### config.mk
export PLATFORM = sky130hd
export DESIGN_NAME = music_player_ctrl
export DESIGN_NICKNAME = d
export VERILOG_FILES = /design/src/rtl/music_pkg.sv /design/src/rtl/sample_tick_gen.sv /design/src/rtl/music_player_ctrl.sv
export SDC_FILE = /design/constraint.sdc
export NUM_CORES = 1
export LEC_CHECK = 0
export BUFFER_PORTS_ARGS = -buffer_cell sky130_fd_sc_hd__buf_2
export CAP_MARGIN = 5
export CELL_PAD_IN_SITES_DETAIL_PLACEMENT = 1
export CELL_PAD_IN_SITES_GLOBAL_PLACEMENT = 2
export CORE_UTILIZATION = 35
export CTS_BUF_LIST = sky130_fd_sc_hd__clkbuf_2 sky130_fd_sc_hd__clkbuf_4 sky130_fd_sc_hd__clkbuf_8
export CTS_CLUSTER_DIAMETER = 60
export DETAILED_ROUTE_END_ITERATION = 8
export PLACE_DENSITY_LB_ADDON = 0.1
export RECOVER_POWER = 50
export SLEW_MARGIN = 20
export SYNTH_ARGS = -nofsm -noshare
export SYNTH_HDL_FRONTEND = slang
export SYNTH_HIERARCHICAL = 1
export SYNTH_SLANG_ARGS = --single-unit
### constraint.sdc
create_clock -name Clk -period 3.6 [get_ports Clk]
set_clock_uncertainty 0.15 [all_clocks]
set_input_delay 0.72 -clock Clk [delete_from_list [all_inputs] [get_ports Clk]]
set_output_delay 0.72 -clock Clk [all_outputs]
set_load 0.05 [all_outputs]
### src/rtl/music_pkg.sv
// Shared constants and state type for the music sample ROM sequencer.
// Defaults describe the full-size ROM at 50 MHz core clock / 44.1 kHz sample rate.
package music_pkg;

   localparam int ADDR_W         = 17;
   localparam int DATA_W         = 17;
   localparam int MUSIC_DEPTH    = 54832;
   localparam int SAMPLE_DIV_DEF = 1134;
   localparam int BG_LEN_DEF     = 49152;
   localparam int EFX_BASE_DEF   = 49152;
   localparam int EFX_LEN_DEF    = 5680;

   typedef enum logic [1:0] {
      IDLE = 2'd0,
      BG   = 2'd1,
      EFX  = 2'd2
   } music_state_t;

endpackage

### src/rtl/sample_tick_gen.sv
// Free-running sample-rate divider; tick is high for one cycle every DIV cycles.
// Combinational tick from the count register, no backpressure.
module sample_tick_gen #(
   parameter int DIV = music_pkg::SAMPLE_DIV_DEF
) (
   input  logic clk,
   input  logic reset,
   output logic tick
);

   localparam int              CNT_W   = $clog2(DIV);
   localparam logic [CNT_W-1:0] CNT_MAX = CNT_W'(DIV - 1);

   logic [CNT_W-1:0] div_cnt_q;
   logic [CNT_W-1:0] div_cnt_d;

   always_comb begin
      tick      = (div_cnt_q == CNT_MAX);
      div_cnt_d = tick ? '0 : div_cnt_q + 1'b1;
   end

   always_ff @(posedge clk) begin
      if (reset) begin
         div_cnt_q <= '0;
      end else begin
         div_cnt_q <= div_cnt_d;
      end
   end

endmodule

### src/rtl/music_player_ctrl.sv
// Sequences background track and pre-empting effect clip through the shared sample ROM.
// Tick to sample_valid is 3 cycles; no backpressure, stop/Reset drop the sample in flight.
module music_player_ctrl
   import music_pkg::*;
#(
   parameter int ADDR_W     = music_pkg::ADDR_W,
   parameter int DATA_W     = music_pkg::DATA_W,
   parameter int SAMPLE_DIV = music_pkg::SAMPLE_DIV_DEF,
   parameter int BG_LEN     = music_pkg::BG_LEN_DEF,
   parameter int EFX_BASE   = music_pkg::EFX_BASE_DEF,
   parameter int EFX_LEN    = music_pkg::EFX_LEN_DEF
) (
   input  logic              Clk,
   input  logic              Reset,
   input  logic              play,
   input  logic              stop,
   input  logic              loop_en,
   input  logic              efx_trig,
   output logic [ADDR_W-1:0] Add,
   input  logic [DATA_W-1:0] music_content,
   output logic [DATA_W-1:0] sample_out,
   output logic              sample_valid,
   output logic              busy,
   output logic              efx_active
);

   localparam logic [ADDR_W-1:0] BG_LAST   = ADDR_W'(BG_LEN - 1);
   localparam logic [ADDR_W-1:0] EFX_FIRST = ADDR_W'(EFX_BASE);
   localparam logic [ADDR_W-1:0] EFX_LAST  = ADDR_W'(EFX_BASE + EFX_LEN - 1);

   logic tick;

   music_state_t      state_q,   state_d;
   logic [ADDR_W-1:0] bg_ptr_q,  bg_ptr_d;
   logic [ADDR_W-1:0] efx_ptr_q, efx_ptr_d;
   logic              trk_act_q, trk_act_d;
   logic [ADDR_W-1:0] add_q,     add_d;
   logic              p1_q,      p1_d;
   logic              p2_q,      p2_d;
   logic [DATA_W-1:0] smp_q,     smp_d;
   logic              smp_vld_q, smp_vld_d;
   logic              busy_q,    busy_d;
   logic              efx_act_q, efx_act_d;

   sample_tick_gen #(
      .DIV (SAMPLE_DIV)
   ) u_tick (
      .clk   (Clk),
      .reset (Reset),
      .tick  (tick)
   );

   always_comb begin
      state_d   = state_q;
      bg_ptr_d  = bg_ptr_q;
      efx_ptr_d = efx_ptr_q;
      trk_act_d = trk_act_q;
      add_d     = add_q;
      p1_d      = 1'b0;
      p2_d      = p1_q;
      smp_vld_d = p2_q;
      smp_d     = p2_q ? music_content : smp_q;

      if (stop) begin
         state_d   = IDLE;
         bg_ptr_d  = '0;
         efx_ptr_d = '0;
         trk_act_d = 1'b0;
         p2_d      = 1'b0;
         smp_vld_d = 1'b0;
         smp_d     = smp_q;
      end else begin
         // Commands resolve first so a coincident tick already acts in the new state.
         if (efx_trig) begin
            if (state_q != EFX) begin
               trk_act_d = (state_q == BG) || play;
            end
            if ((state_q == IDLE) && play) begin
               bg_ptr_d = '0;
            end
            state_d   = EFX;
            efx_ptr_d = EFX_FIRST;
         end else if (play && (state_q == IDLE)) begin
            state_d  = BG;
            bg_ptr_d = '0;
         end

         if (tick) begin
            case (state_d)
               BG: begin
                  add_d = bg_ptr_d;
                  p1_d  = 1'b1;
                  if (bg_ptr_d == BG_LAST) begin
                     bg_ptr_d = '0;
                     if (!loop_en) begin
                        state_d = IDLE;
                     end
                  end else begin
                     bg_ptr_d = bg_ptr_d + 1'b1;
                  end
               end
               EFX: begin
                  add_d = efx_ptr_d;
                  p1_d  = 1'b1;
                  if (efx_ptr_d == EFX_LAST) begin
                     efx_ptr_d = '0;
                     state_d   = trk_act_d ? BG : IDLE;
                  end else begin
                     efx_ptr_d = efx_ptr_d + 1'b1;
                  end
               end
               IDLE:    ;
               default: ;
            endcase
         end
      end

      busy_d    = (state_d != IDLE);
      efx_act_d = (state_d == EFX);
   end

   always_ff @(posedge Clk) begin
      if (Reset) begin
         state_q   <= IDLE;
         bg_ptr_q  <= '0;
         efx_ptr_q <= '0;
         trk_act_q <= 1'b0;
         add_q     <= '0;
         p1_q      <= 1'b0;
         p2_q      <= 1'b0;
         smp_q     <= '0;
         smp_vld_q <= 1'b0;
         busy_q    <= 1'b0;
         efx_act_q <= 1'b0;
      end else begin
         state_q   <= state_d;
         bg_ptr_q  <= bg_ptr_d;
         efx_ptr_q <= efx_ptr_d;
         trk_act_q <= trk_act_d;
         add_q     <= add_d;
         p1_q      <= p1_d;
         p2_q      <= p2_d;
         smp_q     <= smp_d;
         smp_vld_q <= smp_vld_d;
         busy_q    <= busy_d;
         efx_act_q <= efx_act_d;
      end
   end

   assign Add          = add_q;
   assign sample_out   = smp_q;
   assign sample_valid = smp_vld_q;
   assign busy         = busy_q;
   assign efx_active   = efx_act_q;

endmodule

==> impl_metrics.yaml <==
status:
  outcome: "finished with violations"
  violations: "capacitance limit, slew limit"
timing:
  drv_slew: 40
  worst_slew_pin_slew_ps: 1810
  hold_viol: 0
  setup_viol: 0
  rsz0062_at_grt: "false"
  fin_tns_setup_ps: 0
  relSlewSlack: -0.204
  min_period_ps: 3060
  max_freq_mhz: 327
  min_period_over_period: 0.849
clocking:
  cts_tree: "yes"
  clock-sinks: 87
  clockBufferDepth: 2
  ctsHoldBuffers: 0
  clk_latency_ps: 370
  h-tree-depth: 3
  cts_setup_buffers: 0
  postCtsResizedCells: 0
  root_buffer: "clkbuf_8"
  clkTransAtPathRegs_ps: 80
  cts_inserted_buffers: 9
setup_path:
  crit_required_ps: 3720
  rrSetupSlack_ps: 930
  cp_max_fo: 39
  arrival_ps: 3170
  start_kind: "primary input"
  critical_path_class: "in -> reg"
  endpoint_kind: "flop"
floorplan:
  ioPinCount: 60
  rows: 38
  start_util: 0.361
  coreArea_sq_um: 10900
  die_y_um: 108
  die_w_um: 108
  dieArea_sq_um: 11700
layout:
  fin_util: 0.412
  fin_area_sq_um: 4510
  n_antenna_cell: 0
  drive_gt1_frac: 0.110
  syn_to_final_growth_pct: 14.1
  layout.nets: 559
pwr:
  leakagePower_nw: 1.55
  max-vdd-ir-drop_uv: 246
  pwr_density_cell_nw_per_um2: 390
logic_synthesis:
  synth_commonest_cells: "87 x dfxtp_1, 76 x nand2_1, 57 x nor2_1"
  ys_seq_elements: 87
  ys_warn_count: 6
  netlist_area_sq_um: 3950
  synth_edf_count: 0
  syn_inst: 477
  ys_types: 53
  synth_largest_area_cell: "dfxtp_1"
  avgSynthCellArea_sq_um: 8.28
  synth_top_area_share: 0.441
  ys.flop_type: "dfxtp_1"
  synthTopCellsByArea: "dfxtp_1 44%, nand2_1 7.2%, nor2_1 5.4%, xor2_1 4.9%, a21oi_1 4.1%"
  synth_seq_area_share: 0.441
  ys_async_sr_fraction: 0
  synth_most_common_cell: "dfxtp_1"
  synth_fp_nets: 506
route:
  wl_met3_um: 441
  wirelength_um: 11100
  drt-wirelength-per-cell_um: 16.4
  drt-met1-wl_um: 5550
  top_layer: "met4"
  drtIter0Drc: 175
  vias: 3471
  dr_wl_met2_um: 4940
  vias_per_cell: 5.14
  dr.pass1.iters: 4
  ant_nets: 0
  drc: 0
global_routing:
  grt_antenna_before_repair: 0
  grt_pass1_wl_um: 17700
  grt-ovfl-total: 0
  track_usage: 0.200
  grt_pass1_vias: 3352
  grt_max_degree: 40
placement:
  detailed_place.area_sq_um: 4360
  gp_congestion: 0.786
  io_buffer_count: 59
  hpwlAfterDp_um: 8180
job:
  max_cap_violations: 1
worst_hold_path:
  holdCritPathClass: "reg -> reg"
stage by stage:
| step | cells | hold WS (ps) | worst slack (ps) | total power [mW] |
|---|---|---|---|---|
| 6_report | 675 | 290 | 543 | 1.76 |
| 2_1_floorplan | 477 | 256 | 635 | 1.06 |
| 5_1_grt | 675 | 315 | 354 | 1.84 |
| 3_5_place_dp | 659 | 277 | 380 | 1.09 |
| 3_3_place_gp | 659 | 265 | 491 | 1.09 |
| 4_1_cts | 675 | 297 | 794 | 1.78 |
sequential cells by signal, indices dropped and copies added, names as in the netlist, 2 cells and up:
name,cells
sample_out,17
Add,17
bg_ptr_q,17
u_tick/div_cnt_q,11
state_q,2
efx_ptr_q,17
cells by family after synthesis:
| group | synth area share |
|---|---|
| AO/OA/AOI/OAI | 0.126 |
| XOR/XNOR | 0.0754 |
| adder cells (fa/ha/maj) | 0.0190 |
| buffers and inverters | 0.0450 |
| flip-flops | 0.441 |
| multiplexers | 0.00254 |
| AND/OR/NAND/NOR | 0.291 |
final timing paths:
| path | endpoint | start | depth (start not counted) |
|---|---|---|---|
| min reg2reg | p2_q | p1_q | 1 |
| min | p2_q | p1_q | 1 |
| max | bg_ptr_q[11] | Reset | 5 |
| max reg2reg | busy | state_q[1] | 10 |
routing by layer:
metal	vias up	track usage
met5	-	0
met2	45	0.311
met1	1665	0.272
li1	1750	-
met4	0	0.0646
met3	11	0.0482
cell type report:
class	instances	area, sq um
clock buffer	14	186
timing repair buffer	68	314
inverter	12	45.0
sequential	87	1740
tap	140	175
fill	1369	6430
clock inverter	2	12.5
multi-input combinational	352	2030
critical path: stages:
cell	delay [ps]
clkbuf_1	1270
or2_0	510
a31o_2	330
nand2b_2	250
nor2_1	70
power by group:
group	leakage (nW)	internal [mW]	switching, mW	total [mW]
logic	0.748	0.0286	0.0620	0.0906
clock network	0.102	0.334	0.357	0.691
registers	0.702	0.968	0.00663	0.974
total	1.55	1.33	0.426	1.76
cells in the final DEF (no fill, tap or decap), drive strengths merged, types with 2 or more instances in the layout:
master	n
and2b	2
a211oi	2
or3	5
and2	6
nor3b	2
o21ai	20
ha	6
nor2b	9
o31ai	6
nor4	5
nand4b	2
nor3	6
nand2	76
or4	5
o211ai	13
and4	6
a21oi	32
dfxtp	87
and3	5
buf	29
nand4	14
nand3	23
inv	12
xnor2	12
nand2b	5
xor2	22
clkbuf	53
nor2	57
(Power assumes the default switching activity.)
